[src/rtl/display_pkg.sv]
// Shared glyph constants and segment bit order for the 7-segment scan driver.
package display_pkg;

  // Segment bit positions inside a 7-bit glyph: a is the MSB, g the LSB.
  localparam int SEG_W = 7;
  localparam int SEG_A = 6;
  localparam int SEG_B = 5;
  localparam int SEG_C = 4;
  localparam int SEG_D = 3;
  localparam int SEG_E = 2;
  localparam int SEG_F = 1;
  localparam int SEG_G = 0;

  typedef logic [SEG_W-1:0] glyph_t;

  // Active-high glyphs, ordered a..g.
  localparam glyph_t GLYPH_0    = 7'b1111110;
  localparam glyph_t GLYPH_1    = 7'b0110000;
  localparam glyph_t GLYPH_2    = 7'b1101101;
  localparam glyph_t GLYPH_3    = 7'b1111001;
  localparam glyph_t GLYPH_4    = 7'b0110011;
  localparam glyph_t GLYPH_5    = 7'b1011011;
  localparam glyph_t GLYPH_6    = 7'b1011111;
  localparam glyph_t GLYPH_7    = 7'b1110000;
  localparam glyph_t GLYPH_8    = 7'b1111111;
  localparam glyph_t GLYPH_9    = 7'b1111011;
  localparam glyph_t GLYPH_A    = 7'b1110111;
  localparam glyph_t GLYPH_B    = 7'b0011111;
  localparam glyph_t GLYPH_C    = 7'b1001110;
  localparam glyph_t GLYPH_D    = 7'b0111101;
  localparam glyph_t GLYPH_E    = 7'b1001111;
  localparam glyph_t GLYPH_F    = 7'b1000111;
  localparam glyph_t GLYPH_DASH = 7'b0000001;
  localparam glyph_t GLYPH_OFF  = 7'b0000000;

endpackage

[src/rtl/seg7_decode.sv]
// Combinational 4-bit code to active-high a..g glyph; codes 10-15 are
// either hex letters or a dash depending on hex_mode_i.
module seg7_decode
  import display_pkg::*;
(
  input  logic [3:0] code_i,
  input  logic       hex_mode_i,
  output glyph_t     glyph_o
);

  // Glyph lookup.
  always_comb begin
    glyph_o = GLYPH_OFF;
    case (code_i)
      4'h0: glyph_o = GLYPH_0;
      4'h1: glyph_o = GLYPH_1;
      4'h2: glyph_o = GLYPH_2;
      4'h3: glyph_o = GLYPH_3;
      4'h4: glyph_o = GLYPH_4;
      4'h5: glyph_o = GLYPH_5;
      4'h6: glyph_o = GLYPH_6;
      4'h7: glyph_o = GLYPH_7;
      4'h8: glyph_o = GLYPH_8;
      4'h9: glyph_o = GLYPH_9;
      4'hA: glyph_o = hex_mode_i ? GLYPH_A : GLYPH_DASH;
      4'hB: glyph_o = hex_mode_i ? GLYPH_B : GLYPH_DASH;
      4'hC: glyph_o = hex_mode_i ? GLYPH_C : GLYPH_DASH;
      4'hD: glyph_o = hex_mode_i ? GLYPH_D : GLYPH_DASH;
      4'hE: glyph_o = hex_mode_i ? GLYPH_E : GLYPH_DASH;
      4'hF: glyph_o = hex_mode_i ? GLYPH_F : GLYPH_DASH;
      default: glyph_o = GLYPH_OFF;
    endcase
  end

endmodule

[src/rtl/display_7seg_mux.sv]
// Time-multiplexed DIGITS-wide 7-segment driver: latches a packed BCD/hex
// word, scans one digit per PRESCALE cycles, blanks leading zeros on demand
// and drives registered, polarity-adjusted pins.
module display_7seg_mux
  import display_pkg::*;
#(
  parameter int DIGITS         = 4,
  parameter int PRESCALE       = 50000,
  parameter int HEX_MODE       = 1,
  parameter int SEG_ACTIVE_LOW = 0,
  parameter int AN_ACTIVE_LOW  = 0
) (
  input  logic                  clk,
  input  logic                  rst,
  input  logic                  load,
  input  logic [4*DIGITS-1:0]   iBCD,
  input  logic [DIGITS-1:0]     iDP,
  input  logic                  lz_en,
  output logic [6:0]            abcdefg,
  output logic                  dp_out,
  output logic [DIGITS-1:0]     anode,
  output logic                  frame_tick
);

  localparam int PW = (PRESCALE > 1) ? $clog2(PRESCALE) : 1;
  localparam int IW = (DIGITS > 1) ? $clog2(DIGITS) : 1;
  localparam logic [PW-1:0] PCNT_LAST = PW'(PRESCALE - 1);
  localparam logic [IW-1:0] IDX_LAST  = IW'(DIGITS - 1);
  localparam logic SEG_INV = (SEG_ACTIVE_LOW != 0);
  localparam logic AN_INV  = (AN_ACTIVE_LOW != 0);
  localparam logic HEX     = (HEX_MODE != 0);

  logic [PW-1:0]             pcnt_q, pcnt_d;
  logic [IW-1:0]             idx_q, idx_d;
  logic                      wrap_q, wrap_d;
  logic [4*DIGITS-1:0]       data_q;
  logic [DIGITS-1:0]         dp_q;
  logic [6:0]                seg_q;
  logic                      dpo_q;
  logic [DIGITS-1:0]         an_q;
  logic                      tick_q;

  logic [DIGITS-1:0][3:0]    digit_w;
  logic [3:0]                code_w;
  logic                      dp_w;
  logic [DIGITS-1:0]         onehot_w;
  logic                      blank_w;
  logic                      zero_run;
  glyph_t                    glyph_w;

  assign digit_w = data_q;

  // Prescaler and digit index advance; wrap_d marks the last cycle of a frame.
  always_comb begin
    pcnt_d = pcnt_q + 1'b1;
    idx_d  = idx_q;
    wrap_d = 1'b0;
    if (pcnt_q == PCNT_LAST) begin
      pcnt_d = '0;
      if (idx_q == IDX_LAST) begin
        idx_d  = '0;
        wrap_d = 1'b1;
      end else begin
        idx_d = idx_q + 1'b1;
      end
    end
  end

  // Select the scanned digit and decide leading-zero blanking; zero_run
  // tracks whether every digit from the top down to j is zero.
  always_comb begin
    code_w   = '0;
    dp_w     = 1'b0;
    onehot_w = '0;
    blank_w  = 1'b0;
    zero_run = 1'b1;
    for (int j = DIGITS - 1; j >= 0; j--) begin
      zero_run = zero_run && (digit_w[j] == 4'd0);
      if (IW'(j) == idx_q) begin
        code_w      = digit_w[j];
        dp_w        = dp_q[j];
        onehot_w[j] = 1'b1;
        if (j > 0) blank_w = zero_run;
      end
    end
    blank_w = blank_w && lz_en;
  end

  seg7_decode u_dec (
    .code_i     (code_w),
    .hex_mode_i (HEX),
    .glyph_o    (glyph_w)
  );

  // Scan counters and the captured display word.
  always_ff @(posedge clk or posedge rst) begin
    if (rst) begin
      pcnt_q <= '0;
      idx_q  <= '0;
      wrap_q <= 1'b0;
      data_q <= '0;
      dp_q   <= '0;
    end else begin
      pcnt_q <= pcnt_d;
      idx_q  <= idx_d;
      wrap_q <= wrap_d;
      if (load) begin
        data_q <= iBCD;
        dp_q   <= iDP;
      end
    end
  end

  // Pin register: decoded digit with polarity applied; the tick is delayed
  // one cycle so it lines up with digit 0 appearing on the pins.
  always_ff @(posedge clk or posedge rst) begin
    if (rst) begin
      seg_q  <= {7{SEG_INV}};
      dpo_q  <= SEG_INV;
      an_q   <= {DIGITS{AN_INV}};
      tick_q <= 1'b0;
    end else begin
      seg_q  <= (blank_w ? GLYPH_OFF : glyph_w) ^ {7{SEG_INV}};
      dpo_q  <= (dp_w && !blank_w) ^ SEG_INV;
      an_q   <= (blank_w ? '0 : onehot_w) ^ {DIGITS{AN_INV}};
      tick_q <= wrap_q;
    end
  end

  assign abcdefg    = seg_q;
  assign dp_out     = dpo_q;
  assign anode      = an_q;
  assign frame_tick = tick_q;

endmodule

[config.mk]
export PLATFORM = sky130hd
export DESIGN_NAME = display_7seg_mux
export DESIGN_NICKNAME = d
export VERILOG_FILES = /design/src/rtl/display_pkg.sv /design/src/rtl/seg7_decode.sv /design/src/rtl/display_7seg_mux.sv
export SDC_FILE = /design/constraint.sdc
export NUM_CORES = 1
export LEC_CHECK = 0
export ABC_AREA = 1
export CAP_MARGIN = 20
export CORE_MARGIN = 8
export CORE_UTILIZATION = 40
export DETAILED_ROUTE_END_ITERATION = 6
export GPL_ROUTABILITY_DRIVEN = 0
export SYNTH_ARGS = -nofsm -noshare
export SYNTH_HDL_FRONTEND = slang
export SYNTH_SLANG_ARGS = --single-unit
[constraint.sdc]
create_clock -name clk -period 1.97 [get_ports clk]
set_clock_uncertainty 0.2 [all_clocks]
set_input_delay 0.197 -clock clk [delete_from_list [all_inputs] [get_ports clk]]
set_output_delay 0.197 -clock clk [all_outputs]
set_load 0.05 [all_outputs]
==> results.py <==
metrics = {
    "floorplan": {
        "initial_core_util_pct": 40.7,
        "coreArea_mm2": 0.00668,
        "die_area_mm2": 0.00968,
        "die_w_um": 98.4,
        "rows": 30,
        "io_pins": 37,
        "die_height_um": 98.4,
    },
    "logic_synthesis": {
        "avgSynthCellArea_um2": 8.41,
        "syn-num-nets": 352,
        "synth-seq-area-share_pct": 47.9,
        "ys_warn_count": 0,
        "synth_edf_count": 0,
        "synth_flop_cell": "dfrtp_1",
        "syn_area_mm2": 0.00272,
        "ys_types": 34,
        "ys_ff_latch": 52,
        "syn_inst": 323,
        "async_reset_ff_share_pct": 100,
    },
    "placed_design": {
        "io_buffers": 36,
        "place_area_mm2": 0.00324,
        "dp_slack_ps": -27.4,
        "dpl.hpwl_um": 4360,
        "dpl.cell_count": 440,
    },
    "worst_setup_path": {
        "critPathLaunch": "idx_q[0]",
        "cp.arrival_ps": 1990,
        "crit_path_end_kind": "flip-flop",
        "required_ps": 1960,
        "r2r-start": "idx_q[0]",
        "worstSetupStartpointType": "flip-flop",
        "crit_fanout": 10,
        "path_class": "reg -> reg",
    },
    "power": {
        "internal-power_w": 0.00194,
        "cellPowerDensity_mw_per_mm2": 711,
        "sw_frac_of_total_pct": 25.1,
        "seqPwrFrac_pct": 44.8,
        "power_frac_comb_pct": 17.2,
        "vdd_drop_max_uv": 367,
        "pwr-share-clk_pct": 38.0,
        "power_leakage_nw": 1.70,
        "switchingPower_w": 0.000653,
    },
    "cts": {
        "htreeDepth": 2,
        "clock-sinks": 52,
        "insertion_delay_ps": 310,
        "cts_tree": "yes",
        "clockRootBuffer": "clkbuf_8",
        "clk_pin_slew_worst_paths_ps": 100,
        "holdBufCountCts": 0,
        "clockBufferDepth": 2,
        "numCtsBuffers": 5,
    },
    "layout": {
        "layout-drive-gt1-share_pct": 23.1,
        "syn_to_final_growth_pct": 34.3,
        "final_nets": 404,
        "layoutNonFillerInstCount": 456,
        "design_area_mm2": 0.00365,
        "fill_cells": 589,
        "diodes": 0,
    },
    "sta": {
        "period_minus_slack_ps": 2000,
        "finalSetupViolCount": 2,
        "slew_headroom_pct": 66.2,
        "max_freq_mhz": 501,
        "tightest_slew_ps": 505,
        "setup_slack_ps": -26.1,
        "hold_viol_final": 0,
        "rsz0062_at_grt": "true",
        "finalMaxSlewViolations": 0,
        "fin_crit_sh_pct": 101,
    },
    "drt": {
        "wl_um": 6320,
        "route.vias.total": 2261,
        "first_iter_violations": 113,
        "wl_per_cell_um": 13.9,
        "drc": 0,
        "via_per_inst": 4.96,
        "ant_nets": 0,
        "drt-pass1-iter-count": 4,
    },
    "global_routing": {
        "grt_pass1_vias": 2306,
        "gr-total-overflow": 0,
        "grt_pass1_wl_um": 10300,
        "antenna_found_initial": 0,
        "track_usage_pct": 12.8,
        "grt_max_degree": 34,
    },
    "flow_run": {
        "max_cap_violations": 0,
    },
    "outcome": {
        "violations": "setup timing",
        "outcome": "finished with violations",
    },
    "hold_path": {
        "hold_path_class": "in -> async",
    },
}
## power by group through the flow
stage | Sequential (W) | Combinational, W | Clock [W]
finish | 0.00116 | 0.000447 | 0.000985
global route | 0.00117 | 0.000486 | 0.00105
CTS | 0.00116 | 0.000415 | 0.00100
detailed placement | 0.00118 | 0.000407 | 0
global placement | 0.00118 | 0.000404 | 0
floorplan | 0.00127 | 0.000160 | 0
## layer usage
layer	track usage (%)	part of all wire, %	wire length (um)
met4	4.72	3.1	193
met5	0	0	0
met3	3.34	4.7	299
met2	22.9	51	3210
met1	14.3	41	2620
## logic make-up after synthesis
kind of cell,after synthesis,share of synthesized area (%)
multiplexers,7,2.90
buffers and inverters,52,8.20
flip-flops,52,47.9
AND/OR/NAND/NOR,151,25.7
adder cells (fa/ha/maj),5,2.30
XOR/XNOR,8,2.58
AO/OA/AOI/OAI,48,10.4
## worst paths after layout
check                                  end  slack [ps]  cells past startpoint
worst max-delay path            abcdefg[3]         -30                      9
worst min-delay path               dp_q[0]          10                      2
worst max register to register  abcdefg[3]         -30                      9
worst min register to register  frame_tick         160                      0
max in group asynchronous        pcnt_q[5]        1030                      3
min in group clk                frame_tick         160                      0
## Yosys cell counts (all sizes together), types with 4 or more instances
cell	instances	area share [%]
a21oi	18	4.0
o21ai	25	4.9
mux2	7	2.9
nor2	33	5.2
nor4	6	1.9
dfrtp	52	48
nand3	23	4.4
inv	44	6.2
xor2	7	2.3
nor3	7	1.5
ha	5	2.3
nand2	76	11
buf	5	1.6
nand4	4	0.92
## critical path: stages, from the launching register on
cell     delay, ps
dfrtp_1        430
buf_6          140
ha_4           170
buf_12         150
a21oi_4        190
a21oi_4        100
buf_4          140
buf_4          120
nor3_1         180
nor2_1          70
## stage by stage
| step | utilization, % | hold slack, ps | TNS [ps] | power (W) |
|---|---|---|---|---|
| after detailed placement | 48.5 | 136 | -68.1 | 0.00159 |
| after global routing | 54.6 | 54.2 | -521 | 0.00271 |
| after global placement | 48.5 | 136 | -10.5 | 0.00159 |
| final | 54.6 | 14.1 | -49.2 | 0.00260 |
| after floorplan | - | 118 | 0 | 0.00143 |
| after CTS | 51.7 | 40.6 | 0 | 0.00258 |
## sequential cells by signal, summed over array words and instances, names as in the netlist
| signal | cells |
|---|---|
| abcdefg | 7 |
| anode | 4 |
| data_q | 16 |
| dp_out | 1 |
| dp_q | 4 |
| frame_tick | 1 |
| idx_q | 2 |
| pcnt_q | 16 |
| wrap_q | 1 |
## layout by cell type (no fill, tap or decap), drive strengths merged, types with 4 or more instances in the layout
cell	count
a21oi	18
buf	16
clkbuf	5
clkdlybuf4s50	36
dfrtp	52
ha	5
inv	44
mux2	7
nand2	76
nand3	23
nand4	4
nor2	33
nor3	7
nor4	6
o21ai	25
xor2	7
## final cells by class
type	instances	area [um^2]	share of cell area (%)
Timing Repair Buffer	52	546	15.0
Tap cell	80	100	2.74
Inverter	44	168	4.60
Clock buffer	5	68.8	1.89
Clock inverter	3	90.1	2.47
Timing Repair inverter	1	7.51	0.206
Multi-Input combinational cell	219	1370	37.5
Sequential cell	52	1300	35.7
## repair_timing
item | CTS | global route
gates cloned | 0 | 1
endpoints found under the setup margin | 6 | 11
pin swaps | 2 | 22
setup buffers | 3 | 5
gates resized for setup | 8 | 40
Note: power is estimated with default switching activity, not from simulation.
